==> config.mk <==
export PLATFORM = sky130hd
export DESIGN_NAME = hazard_unit
export DESIGN_NICKNAME = d
export VERILOG_FILES = /design/src/rtl/hazard_unit.sv
export SDC_FILE = /design/constraint.sdc
export NUM_CORES = 1
export LEC_CHECK = 0
export CAP_MARGIN = 20
export CORE_MARGIN = 2
export CORE_UTILIZATION = 23
export DETAILED_ROUTE_END_ITERATION = 6
export GPL_ROUTABILITY_DRIVEN = 0
export PLACE_DENSITY = 0.87
export REMOVE_ABC_BUFFERS = 1
export SLEW_MARGIN = 20
export SYNTH_ARGS = -nofsm -noshare
export SYNTH_HDL_FRONTEND = slang
export SYNTH_SLANG_ARGS = --single-unit
==> constraint.sdc <==
create_clock -name clk -period 1.3 [get_ports clk]
set_input_delay 0.195 -clock clk [delete_from_list [all_inputs] [get_ports clk]]
set_output_delay 0.195 -clock clk [all_outputs]
set_load 0.03 [all_outputs]
==> src/rtl/hazard_unit.sv <==
// ID/EX hazard controller: load-use bubbles, branch squash, memory freeze.
// Optional perf counters enabled by defining HAZARD_PERF_CNT_EN.
//
// Ports:
//  clk, rstn                 clock, async active-low reset
//  regReadNum0/1, useRs1/2   source registers of the ID instruction
//  exRegWriteNum, exMemRead,
//  exRegWrite                destination info of the EX instruction
//  branchTaken               EX redirect this cycle
//  memBusy                   data memory not ready
//  pcStall, ifidStall        hold PC / IF/ID
//  ifidFlush, idexFlush      NOP into IF/ID / ID/EX
//  pipeFreeze                hold every pipeline register
//  stallCnt, flushCnt        perf counters (zero unless enabled)
module hazard_unit #(
  parameter int REG_NUM_WIDTH     = 5,
  parameter int LOAD_STALL_CYCLES = 1,
  parameter int CNT_WIDTH         = 32
) (
  input  logic                     clk,
  input  logic                     rstn,
  input  logic [REG_NUM_WIDTH-1:0] regReadNum0,
  input  logic [REG_NUM_WIDTH-1:0] regReadNum1,
  input  logic                     useRs1,
  input  logic                     useRs2,
  input  logic [REG_NUM_WIDTH-1:0] exRegWriteNum,
  input  logic                     exMemRead,
  input  logic                     exRegWrite,
  input  logic                     branchTaken,
  input  logic                     memBusy,
  output logic                     pcStall,
  output logic                     ifidStall,
  output logic                     ifidFlush,
  output logic                     idexFlush,
  output logic                     pipeFreeze,
  output logic [CNT_WIDTH-1:0]     stallCnt,
  output logic [CNT_WIDTH-1:0]     flushCnt
);

  typedef enum logic [1:0] {
    RUN     = 2'd0,
    LDSTALL = 2'd1,
    FLUSH   = 2'd2
  } state_t;

  localparam logic [2:0] LdInit = 3'(LOAD_STALL_CYCLES - 1);
  localparam bit MultiStall = (LOAD_STALL_CYCLES > 1);

  state_t     state;
  state_t     stateNxt;
  logic [2:0] cnt;
  logic [2:0] cntNxt;

  logic rs1Hit;
  logic rs2Hit;
  logic hazLU;

  logic pcStallC;
  logic ifidStallC;
  logic ifidFlushC;
  logic idexFlushC;
  logic pipeFreezeC;
  logic stallInc;
  logic flushInc;

  // Only a load that really writes a non-zero rd can create a hazard.
  assign rs1Hit = useRs1 && (regReadNum0 == exRegWriteNum);
  assign rs2Hit = useRs2 && (regReadNum1 == exRegWriteNum);
  assign hazLU  = exMemRead && exRegWrite &&
                  (exRegWriteNum != '0) && (rs1Hit || rs2Hit);

  always_comb begin
    stateNxt    = state;
    cntNxt      = cnt;
    pcStallC    = 1'b0;
    ifidStallC  = 1'b0;
    ifidFlushC  = 1'b0;
    idexFlushC  = 1'b0;
    pipeFreezeC = 1'b0;
    stallInc    = 1'b0;
    flushInc    = 1'b0;
    if (memBusy) begin
      // Whole pipe holds; decisions wait for memory to release.
      pipeFreezeC = 1'b1;
      pcStallC    = 1'b1;
      ifidStallC  = 1'b1;
    end else begin
      unique case (state)
        RUN: begin
          if (branchTaken) begin
            // ID slot is wrong-path, so its hazard is moot.
            ifidFlushC = 1'b1;
            idexFlushC = 1'b1;
            flushInc   = 1'b1;
            stateNxt   = FLUSH;
          end else if (hazLU) begin
            pcStallC   = 1'b1;
            ifidStallC = 1'b1;
            idexFlushC = 1'b1;
            stallInc   = 1'b1;
            if (MultiStall) begin
              cntNxt   = LdInit;
              stateNxt = LDSTALL;
            end
          end
        end
        LDSTALL: begin
          // EX holds a bubble here, so nothing new is detected.
          pcStallC   = 1'b1;
          ifidStallC = 1'b1;
          idexFlushC = 1'b1;
          stallInc   = 1'b1;
          if (cnt <= 3'd1) begin
            cntNxt   = 3'd0;
            stateNxt = RUN;
          end else begin
            cntNxt = cnt - 3'd1;
          end
        end
        FLUSH: begin
          stateNxt = RUN;
        end
        default: begin
          cntNxt   = 3'd0;
          stateNxt = RUN;
        end
      endcase
    end
  end

  always_ff @(posedge clk or negedge rstn) begin
    if (!rstn) begin
      state <= RUN;
      cnt   <= 3'd0;
    end else begin
      state <= stateNxt;
      cnt   <= cntNxt;
    end
  end

  // Reset forces quiet outputs even while inputs still look hazardous.
  assign pcStall    = rstn & pcStallC;
  assign ifidStall  = rstn & ifidStallC;
  assign ifidFlush  = rstn & ifidFlushC;
  assign idexFlush  = rstn & idexFlushC;
  assign pipeFreeze = rstn & pipeFreezeC;

`ifdef HAZARD_PERF_CNT_EN
  always_ff @(posedge clk or negedge rstn) begin
    if (!rstn) begin
      stallCnt <= '0;
      flushCnt <= '0;
    end else begin
      if (stallInc) stallCnt <= stallCnt + 1'b1;
      if (flushInc) flushCnt <= flushCnt + 1'b1;
    end
  end
`else
  logic unusedInc;
  assign unusedInc = stallInc ^ flushInc;
  assign stallCnt  = '0;
  assign flushCnt  = '0;
`endif

endmodule

==> results of run 1 <==
==> logic make-up (layout without fill, tap and decap cells) <==
| family | count (synthesis) | in the layout | share of synthesized area |
|---|---|---|---|
| DFF | 1 | 1 | 0.03508 |
| xor gates and xnor gates | 10 | 10 | 0.1228 |
| and+or+nand+nor | 11 | 11 | 0.08071 |
| AOI/OAI and AO/OA | 4 | 4 | 0.06667 |
| buffers and inverters | 66 | 36 | 0.6895 |
| other | 1 | 64 | 0.005258 |
==> metrics by stage <==
stage               hold slack [ns]  utilization  worst slack [ns]
global route                 0.3116       0.2875           -0.5231
CTS                          0.3004       0.2846           -0.4201
floorplan                   -0.1006            -           -0.8050
finish                       0.3038       0.2875           -0.4174
global placement             0.5449       0.2717            -1.090
detailed placement           0.5539       0.2717            -1.132
==> layout by cell type (no fill, tap or decap), types with 2 or more instances in the layout <==
| cell | count |
|---|---|
| buf_6 | 5 |
| nor4_2 | 2 |
| clkdlybuf4s50_1 | 5 |
| conb_1 | 64 |
| buf_2 | 5 |
| buf_4 | 12 |
| xor2_2 | 2 |
| nand2_1 | 4 |
| dlygate4sd2_1 | 5 |
| xor2_1 | 6 |
==> worst max-delay path by stage <==
stage                          start         to  slack (ns)  cells past startpoint
CTS                   regReadNum0[1]    pcStall       -0.42                      7
global route          regReadNum0[1]    pcStall       -0.52                      7
finish                regReadNum0[1]    pcStall       -0.42                      7
detailed placement  exRegWriteNum[0]  idexFlush       -1.13                      6
floorplan           exRegWriteNum[3]  ifidStall       -0.80                      4
global placement    exRegWriteNum[0]  idexFlush       -1.09                      6
==> layer usage <==
layer / global-route usage / share of wire
met5: 0 / 0
met4: 0 / 0
met3: 0.01515 / 0.17
met2: 0.1289 / 0.54
met1: 0.05072 / 0.28
==> cell type report <==
class,instances,area (um^2),area share
Inverter,1,3.754,0.004348
Multi-Input combinational cell,89,491.7,0.5696
Sequential cell,1,25.02,0.02899
Tap cell,33,41.29,0.04783
Timing Repair Buffer,35,301.5,0.3493
==> repair_timing <==
action	in CTS	in global routing
setup endpoints to repair	5	4
pin swaps	13	0
endpoints found under the hold margin	0	0
buffers inserted	1	0
gates resized for setup	71	2
==> power breakdown <==
group | total (mW) | internal, mW | switching, mW
Sequential | 0.0376 | 0.0352 | 0.00241
Clock | 0 | 0 | 0
Combinational | 0.430 | 0.104 | 0.326
==> metrics.md, run 1 <==
| Metric | Value |
|---|---|
| Count leader, synth | `buf_4` |
| Layout cells sized above 1 | `0.2619` |
| Cell Count, Final, Fillers Out | `159` |
| Violated checks | `negative setup slack` |
| Worst reg2reg setup slack | `0.55 ns` |
| Largest net degree at the start of global routing | `5` |
| Synth top cells by count | `buf_4, xor2_1, nand2_1, nor4_1, xnor2_1` |
| Final period utilization | `1.321` |
| Critical Path Most Common Cell | `buf_4` |
| Crit path arrival time | `1.52 ns` |
| Clock latency on the worst-skew pair | `0 ns` |
| Initial DRC count | `4` |
| Fmax | `582.3 MHz` |
| Synth Cell Area | `713.2 um^2` |
| Design area | `863.3 um^2` |
| Clock Skews | `0 ns` |
| Most flops, register | `state` |
| Register area share after synthesis | `0.03509` |
| Vias | `514` |
| Maximum Capacitance Violations | `0` |
| Asr flop ratio synth | `1.000` |
| Post-synthesis register bit count | `1` |
| Worst-path cell chain | `buf_6 -> xor2_1 -> nor4_2 -> a32oi_2 -> buf_4 -> o41ai_4 -> buf_4` |
| Number of flip-flops in the largest register | `1` |
| Final-report hold violation count | `0` |
| RSZ-0062 raised after global routing | `true` |
| Nets | `151` |
| EDFF count, synth | `0` |
| Final worst slack | `-0.4174 ns` |
| Die footprint | `0.003562 mm^2` |
| CTS Hold Bufs | `0` |
| Area share of the largest cell type after synthesis | `0.6842` |
| Worst path required time | `1.11 ns` |
| Clock transition at path regs | `0 ns` |
| Initial core utilization | `0.2375` |
| R2R Path Start | `state[1]$_DFFE_PN0P_` |
| Reg2Reg Depth | `3` |
| Placeable Area | `0.003003 mm^2` |
| Grt total ovfl | `0` |
| Family with the most delay on the worst path | `buffers and inverters` |
| Wire length per cell | `8.289 um` |
| Hpwl dp | `1.114 mm` |
| Antenna-violating nets left | `0` |
| Vias in the first global route | `388` |
| Synthesized instance count | `93` |
| Fin. max-slew vios | `0` |
| Critical R2R Capture | `state[1]$_DFFE_PN0P_` |
| PortBufs | `27` |
| Top FF cell, synth | `dfrtp_1` |
| Leading area contributor after synthesis | `buf_4` |
| Top Registers | `state x1` |
| Synth warnings | `0` |
| Slowest CP cell | `nor4_2` |
| Endpoints failing setup | `3` |
| Total Neg Setup Slack | `-1.187 ns` |
| Global-route usage over all layers | `0.05726` |
| DIE WIDTH | `59.69 um` |
| Die height | `59.69 um` |
| Leakage power total | `0.4928 nW` |
| Buf/Inv on CP | `3` |
| Antenna diodes | `0` |
| Wirelength, routed | `1.318 mm` |
| Synth area leaders | `buf_4, xor2_1, dfrtp_1` |
| Setup CP Type | `in2out` |
| Worst min-delay path class | `in2async` |
| Worst Setup End Kind | `output pin` |
| Cell variety after synth | `17` |
| Cells after DPL | `158` |
| Maximum VDD drop | `0.1745 mV` |
| CP Launch Type | `primary input` |
| Synth-to-Final Area Change | `21.05%` |
| Status | `finished with violations` |
| Placed instance area | `815.8 um^2` |
| Router iterations before antenna repair | `2` |
| Post-route DRC | `0` |
| Ports | `92` |
| Pwr Density | `542.1 mW/mm^2` |
| Row cnt | `20` |
| Crit path max fanout | `2` |
| Mean area per synthesized cell | `7.669 um^2` |
| Critical path's largest stage delay | `0.29 ns` |
| First-pass GRT wire length | `1.614 mm` |
| Final Critical Period | `1.717 ns` |
| Initial antenna violation count | `0` |
| Total power | `0.4680 mW` |
| Via density | `3.233` |
| Fillcell total | `329` |
(Power assumes the default switching activity.)
==> run 2: changes to the inputs <==
--- a/config.mk
+++ b/config.mk
@@ -6,7 +6,7 @@
 export NUM_CORES = 1
 export LEC_CHECK = 0
 export CAP_MARGIN = 20
-export CORE_MARGIN = 2
+export CORE_MARGIN = 4
 export CORE_UTILIZATION = 23
 export DETAILED_ROUTE_END_ITERATION = 6
 export GPL_ROUTABILITY_DRIVEN = 0
==> run 2 against run 1 <==
- the run still ends with negative setup slack left
- worst hold slack better by 0.022 ns
- sequential cell count stayed put
- design area is 0.14% lower
- critical path depth stayed put
- sequential share of layout area hardly changed
- via count is 3.1% higher
- core utilization is 1.5 points higher
- maximum frequency is 1.7% higher
- total power is 0.82% lower
- cell count is 0.63% lower
- worst setup slack better by 0.029 ns
==> metrics.md, run 2 (synthesis results as in run 1) <==
| Metric | Value |
|---|---|
| Hpwl dp | `1.283 mm (+15%)` |
| Nets | `152 (+0.66%)` |
| Clock transition at path regs | `0 ns (unchanged)` |
| Antenna-violating nets left | `0 (unchanged)` |
| Clock latency on the worst-skew pair | `0 ns (unchanged)` |
| Top Registers | `state x1` |
| Placeable Area | `0.002853 mm^2 (-5.0%)` |
| Layout cells sized above 1 | `0.2205 (-0.04143)` |
| Design area | `862.1 um^2 (-0.14%)` |
| Hold slack final | `0.3256 ns (+0.02182 ns)` |
| Worst reg2reg setup slack | `0.52 ns (-0.03 ns)` |
| First-pass GRT wire length | `1.745 mm (+8.1%)` |
| Vias | `530 (+3.1%)` |
| Worst min-delay path class | `in2async` |
| Die height | `63.69 um (+6.7%)` |
| Router iterations before antenna repair | `1 (-1)` |
| Total Neg Setup Slack | `-1.127 ns (+0.06016 ns)` |
| Pwr Density | `538.4 mW/mm^2 (-0.68%)` |
| R2R Path Start | `state[1]$_DFFE_PN0P_` |
| Grt total ovfl | `0 (unchanged)` |
| Core Util, Final | `0.3022 (+0.01469)` |
| Final worst slack | `-0.3882 ns (+0.02919 ns)` |
| Crit path arrival time | `1.49 ns (-0.03 ns)` |
| Synth-to-Final Area Change | `20.88%` |
| Post-route DRC | `0 (unchanged)` |
| Crit path max fanout | `2 (unchanged)` |
| Final Critical Period | `1.688 ns (-0.02919 ns)` |
| Initial core utilization | `0.2500 (+0.01250)` |
| Initial antenna violation count | `0 (unchanged)` |
| Clock Skews | `0 ns (unchanged)` |
| Final period utilization | `1.299 (-0.02245)` |
| Critical Path Most Common Cell | `buf_6` |
| Worst path required time | `1.11 ns (about the same)` |
| Antenna diodes | `0 (unchanged)` |
| Final-report hold violation count | `0 (unchanged)` |
| Fmax | `592.4 MHz (+1.7%)` |
| Leakage power total | `0.5234 nW (+6.2%)` |
| Ports | `92 (unchanged)` |
| Buf/Inv on CP | `4 (+1)` |
| Number of flip-flops in the largest register | `1 (unchanged)` |
| CTS Hold Bufs | `0 (unchanged)` |
| Critical path's largest stage delay | `0.49 ns (+0.20 ns)` |
| Wirelength, routed | `1.472 mm (+12%)` |
| Placed instance area | `810.8 um^2 (-0.61%)` |
| Family with the most delay on the worst path | `buffers and inverters` |
| Worst Setup End Kind | `output pin` |
| Worst-path cell chain | `buf_6 -> buf_6 -> or4_4 -> o2111ai_4 -> buf_6 -> o41ai_4 -> buf_4` |
| Wire length per cell | `9.316 um (+12%)` |
| Violated checks | `negative setup slack` |
| Die footprint | `0.004056 mm^2 (+14%)` |
| PortBufs | `27 (unchanged)` |
| Most flops, register | `state` |
| Largest net degree at the start of global routing | `5 (unchanged)` |
| Vias in the first global route | `453 (+17%)` |
| Crit path from | `exRegWriteNum[3]` |
| Fin. max-slew vios | `0 (unchanged)` |
| Leading cell type in the layout, fill and taps excluded | `conb_1` |
| Status | `finished with violations` |
| Maximum VDD drop | `0.2636 mV (+51%)` |
| Maximum Capacitance Violations | `0 (unchanged)` |
| Total power | `0.4642 mW (-0.82%)` |
| Initial DRC count | `0 (-4)` |
| CP Launch Type | `primary input` |
| Row cnt | `19 (-5.0%)` |
| DIE WIDTH | `63.69 um (+6.7%)` |
| Slowest CP cell | `or4_4` |
| Endpoints failing setup | `3 (unchanged)` |
| Global-route usage over all layers | `0.05217 (-0.005089)` |
| Via density | `3.354 (+3.8%)` |
| Setup CP Type | `in2out` |
| RSZ-0062 raised after global routing | `true` |
| Most frequent cells in the layout | `conb_1, buf_4, xor2_1` |
[run 2: area by class of cell]
type / count / area, um^2
fill: 318 / 1991
inverter: 1 / 3.754
multi-input combinational: 89 / 480.5
sequential: 1 / 25.02
tap: 31 / 38.79
timing repair buffer: 36 / 314.1
[run 2: worst paths after layout]
kind	cells after the start	to
min in group clk	3	state[1]$_DFFE_PN0P_
min	2	state[1]$_DFFE_PN0P_
max	7	pcStall
min reg2reg	2	state[1]$_DFFE_PN0P_
max in group asynchronous	2	state[1]$_DFFE_PN0P_
max reg2reg	3	state[1]$_DFFE_PN0P_
[run 2: timing repair]
action | 4_1_cts | 5_1_grt
resized for setup | 49 | 9
pin swaps | 13 | 6
buffers inserted | 2 | 0
setup endpoints to repair | 5 | 4
[run 2: stage by stage]
stage,setup slack [ns],cells
2_1_floorplan,-0.8050,91
3_3_place_gp,-0.7273,156
3_5_place_dp,-0.7657,156
4_1_cts,-0.3792,158
5_1_grt,-0.4238,158
6_report,-0.3882,158
[run 2: report_power, final]
group / internal, mW / total (mW) / switching [mW]
combinational: 0.0986 / 0.423 / 0.325
clock: 0 / 0 / 0
sequential: 0.0352 / 0.0410 / 0.00588
[run 2: worst register-to-register path, cell delays in order, from the launching register on]
cell	delay [ns]
dfrtp_1	0.42
nor2_1	0.17
nand2_1	0.07
nand2_1	0.06
[run 2: layer usage]
metal  global-route usage  vias up  share of wire
met5                    0        -              0
met4                    0        0              0
met3              0.01421        0           0.20
met2               0.1226       66           0.55
met1              0.04215      229           0.25
li1                     -      235              -
==> run 3: changes to the inputs <==
--- a/config.mk
+++ b/config.mk
@@ -6,8 +6,10 @@
 export NUM_CORES = 1
 export LEC_CHECK = 0
 export CAP_MARGIN = 20
+export CELL_PAD_IN_SITES_DETAIL_PLACEMENT = 1
+export CELL_PAD_IN_SITES_GLOBAL_PLACEMENT = 2
 export CORE_MARGIN = 4
-export CORE_UTILIZATION = 23
+export CORE_UTILIZATION = 10
 export DETAILED_ROUTE_END_ITERATION = 6
 export GPL_ROUTABILITY_DRIVEN = 0
 export PLACE_DENSITY = 0.87
==> run 3 against run 2 <==
- the flow still finishes with violations (negative setup slack)
- cell count up 42%
- combinational power grew 3%
- core utilization down 17 points
- via count decreased by 3.6%
- register-to-register slack worse by 0.07 ns
- first-iteration DRC count up 5
- global-route usage is 1.3 points lower
- worst setup slack worse by 0.082 ns
- sequential power is 4% lower
- critical endpoint is now ifidStall
==> metrics.md, run 3 (synthesis results as in run 1) <==
| Metric | Value |
|---|---|
| Critical path's largest stage delay | `0.30 ns (-0.19 ns)` |
| Via density | `2.281 (-32%)` |
| Clock Skews | `0 ns (unchanged)` |
| Number of flip-flops in the largest register | `1 (unchanged)` |
| Initial DRC count | `5 (+5)` |
| Wire length per cell | `8.723 um (-6.4%)` |
| Worst path required time | `1.11 ns (about the same)` |
| Crit path max fanout | `2 (unchanged)` |
| DIE WIDTH | `92.45 um (+45%)` |
| Wirelength, routed | `1.954 mm (+33%)` |
| Core Util, Final | `0.1370 (-0.1652)` |
| Final Critical Period | `1.770 ns (+0.08178 ns)` |
| Worst-path cell chain | `buf_8 -> buf_6 -> xor2_2 -> nor4_2 -> a32oi_2 -> buf_4 -> o41ai_4 -> buf_4` |
| Antenna-violating nets left | `0 (unchanged)` |
| Nets | `153 (+0.66%)` |
| Most frequent cells in the layout | `conb_1, buf_4, xor2_1` |
| Fmax | `565.0 MHz (-4.6%)` |
| Design area | `940.9 um^2 (+9.1%)` |
| Status | `finished with violations` |
| Sw Ratio | `0.7029 (-0.008933)` |
| Layout cells sized above 1 | `0.2578 (+0.03734)` |
| Gate power share | `0.917 (+0.005)` |
| Maximum VDD drop | `0.1894 mV (-28%)` |
| Leading cell type in the layout, fill and taps excluded | `conb_1` |
| Leakage power total | `0.4945 nW (-5.5%)` |
| Buf/Inv on CP | `4 (unchanged)` |
| Critical Path Most Common Cell | `buf_4` |
| Die footprint | `0.008547 mm^2 (+110%)` |
| Clock latency on the worst-skew pair | `0 ns (unchanged)` |
| Fin. max-slew vios | `0 (unchanged)` |
| Slowest CP cell | `nor4_2` |
| Antenna diodes | `0 (unchanged)` |
| Clock Power Share | `0 (unchanged)` |
| Die height | `92.45 um (+45%)` |
| Final-report hold violation count | `0 (unchanged)` |
| Clock transition at path regs | `0 ns (unchanged)` |
| First-pass GRT wire length | `2.718 mm (+56%)` |
| Initial antenna violation count | `0 (unchanged)` |
| Switch Pwr | `0.3338 mW (+1.0%)` |
| Global-route usage over all layers | `0.03873 (-0.01344)` |
| Final worst slack | `-0.4699 ns (-0.08178 ns)` |
| Row cnt | `30 (+11)` |
| Vias in the first global route | `523 (+15%)` |
| Endpoints failing setup | `3 (unchanged)` |
| Vias | `511 (-3.6%)` |
| Worst min-delay path class | `in2async` |
| Reg2Reg Depth | `4 (+1)` |
| Initial core utilization | `0.1038 (-0.1462)` |
| Ports | `92 (unchanged)` |
| Post-route DRC | `0 (unchanged)` |
| Sequential Power Share | `0.083 (-0.005)` |
| Setup CP Type | `in2out` |
| Maximum Capacitance Violations | `0 (unchanged)` |
| Placed instance area | `887.1 um^2 (+9.4%)` |
| RSZ-0062 raised after global routing | `true` |
| Largest net degree at the start of global routing | `5 (unchanged)` |
| Router iterations before antenna repair | `3 (+2)` |
| Most flops, register | `state` |
| Final period utilization | `1.361 (+0.06291)` |
| Crit path arrival time | `1.57 ns (+0.08 ns)` |
| Fillcell total | `864 (+170%)` |
| Placeable Area | `0.006869 mm^2 (+140%)` |
| Grt total ovfl | `0 (unchanged)` |
| Family with the most delay on the worst path | `buffers and inverters` |
| Violated checks | `negative setup slack` |
| Top Registers | `state x1` |
| Cell-internal power | `0.1411 mW (+5.5%)` |
| Worst Setup End Kind | `output pin` |
| PortBufs | `27 (unchanged)` |
| CP Launch Type | `primary input` |
| WP depth | `8 (+1)` |
| Synth-to-Final Area Change | `31.93%` |
| Pwr Density | `504.8 mW/mm^2 (-6.2%)` |
| Hpwl dp | `1.784 mm (+39%)` |
[run 3: cell count changes in the layout (fill, tap and decap cells not counted), sizes merged]
cell and change:
clkdlybuf4s50 +3, dlymetal6s2s -3, clkdlybuf4s15 -2, buf +3
[run 3: path summary, 6_finish.rpt]
check	start	to	slack, ns
min in group clk	state[1]$_DFFE_PN0P_	state[1]$_DFFE_PN0P_	0.56
max in group asynchronous	rstn	state[1]$_DFFE_PN0P_	0.99
worst max-delay path	exRegWriteNum[0]	ifidStall	-0.47
worst max register to register	state[1]$_DFFE_PN0P_	state[1]$_DFFE_PN0P_	0.45
worst min-delay path	rstn	state[1]$_DFFE_PN0P_	0.14
worst min register to register	state[1]$_DFFE_PN0P_	state[1]$_DFFE_PN0P_	0.56
[run 3: worst reg2reg max path: stages, from the launching register on]
cell and delay, ns:
dfrtp_1 0.39, nor2_2 0.16, buf_4 0.12, nand2_1 0.05, nand2_1 0.05
[run 3: stage by stage]
stage	instances	power (mW)	hold WS (ns)	TNS, ns	setup WS (ns)
CTS	224	0.4649	0.1385	-1.422	-0.5212
global placement	220	0.4487	0.3952	-3.350	-1.196
detailed placement	220	0.4533	0.4004	-3.406	-1.203
finish	224	0.4750	0.1447	-1.306	-0.4699
global route	224	0.5045	0.1560	-1.579	-0.5751
floorplan	91	0.3322	-0.1006	-1.760	-0.8050
[run 3: metal layers]
layer / share of wire / GRT usage / vias to the layer above / routed length (um)
met4: 0 / 0 / 0 / 0
met3: 0.14 / 0.008123 / 0 / 277
met5: 0 / 0 / - / 0
li1: - / - / 236 / -
met1: 0.35 / 0.04605 / 222 / 676
met2: 0.51 / 0.07492 / 53 / 1000
[run 3: power groups by stage]
stage,registers [mW],logic [mW],clock network [mW]
after global placement,0.0381,0.411,0
after detailed placement,0.0386,0.415,0
after floorplan,0.0383,0.294,0
after global routing,0.0399,0.465,0
final,0.0394,0.436,0
after CTS,0.0393,0.426,0
[run 3: cell type report]
class                      instances  area, um^2  area share
tap                               96       120.1      0.1277
sequential                         1       25.02     0.02660
inverter                           1       3.754    0.003989
timing repair buffer              37       312.8      0.3324
multi-input combinational         89       479.2      0.5093
[run 3: what timing repair did]
| item | in CTS | in global routing |
|---|---|---|
| resized for setup | 67 | 4 |
| hold buffers | 0 | 0 |
| buffers inserted | 4 | 1 |
| pin swaps | 12 | 2 |
| endpoints found under the setup margin | 5 | 3 |
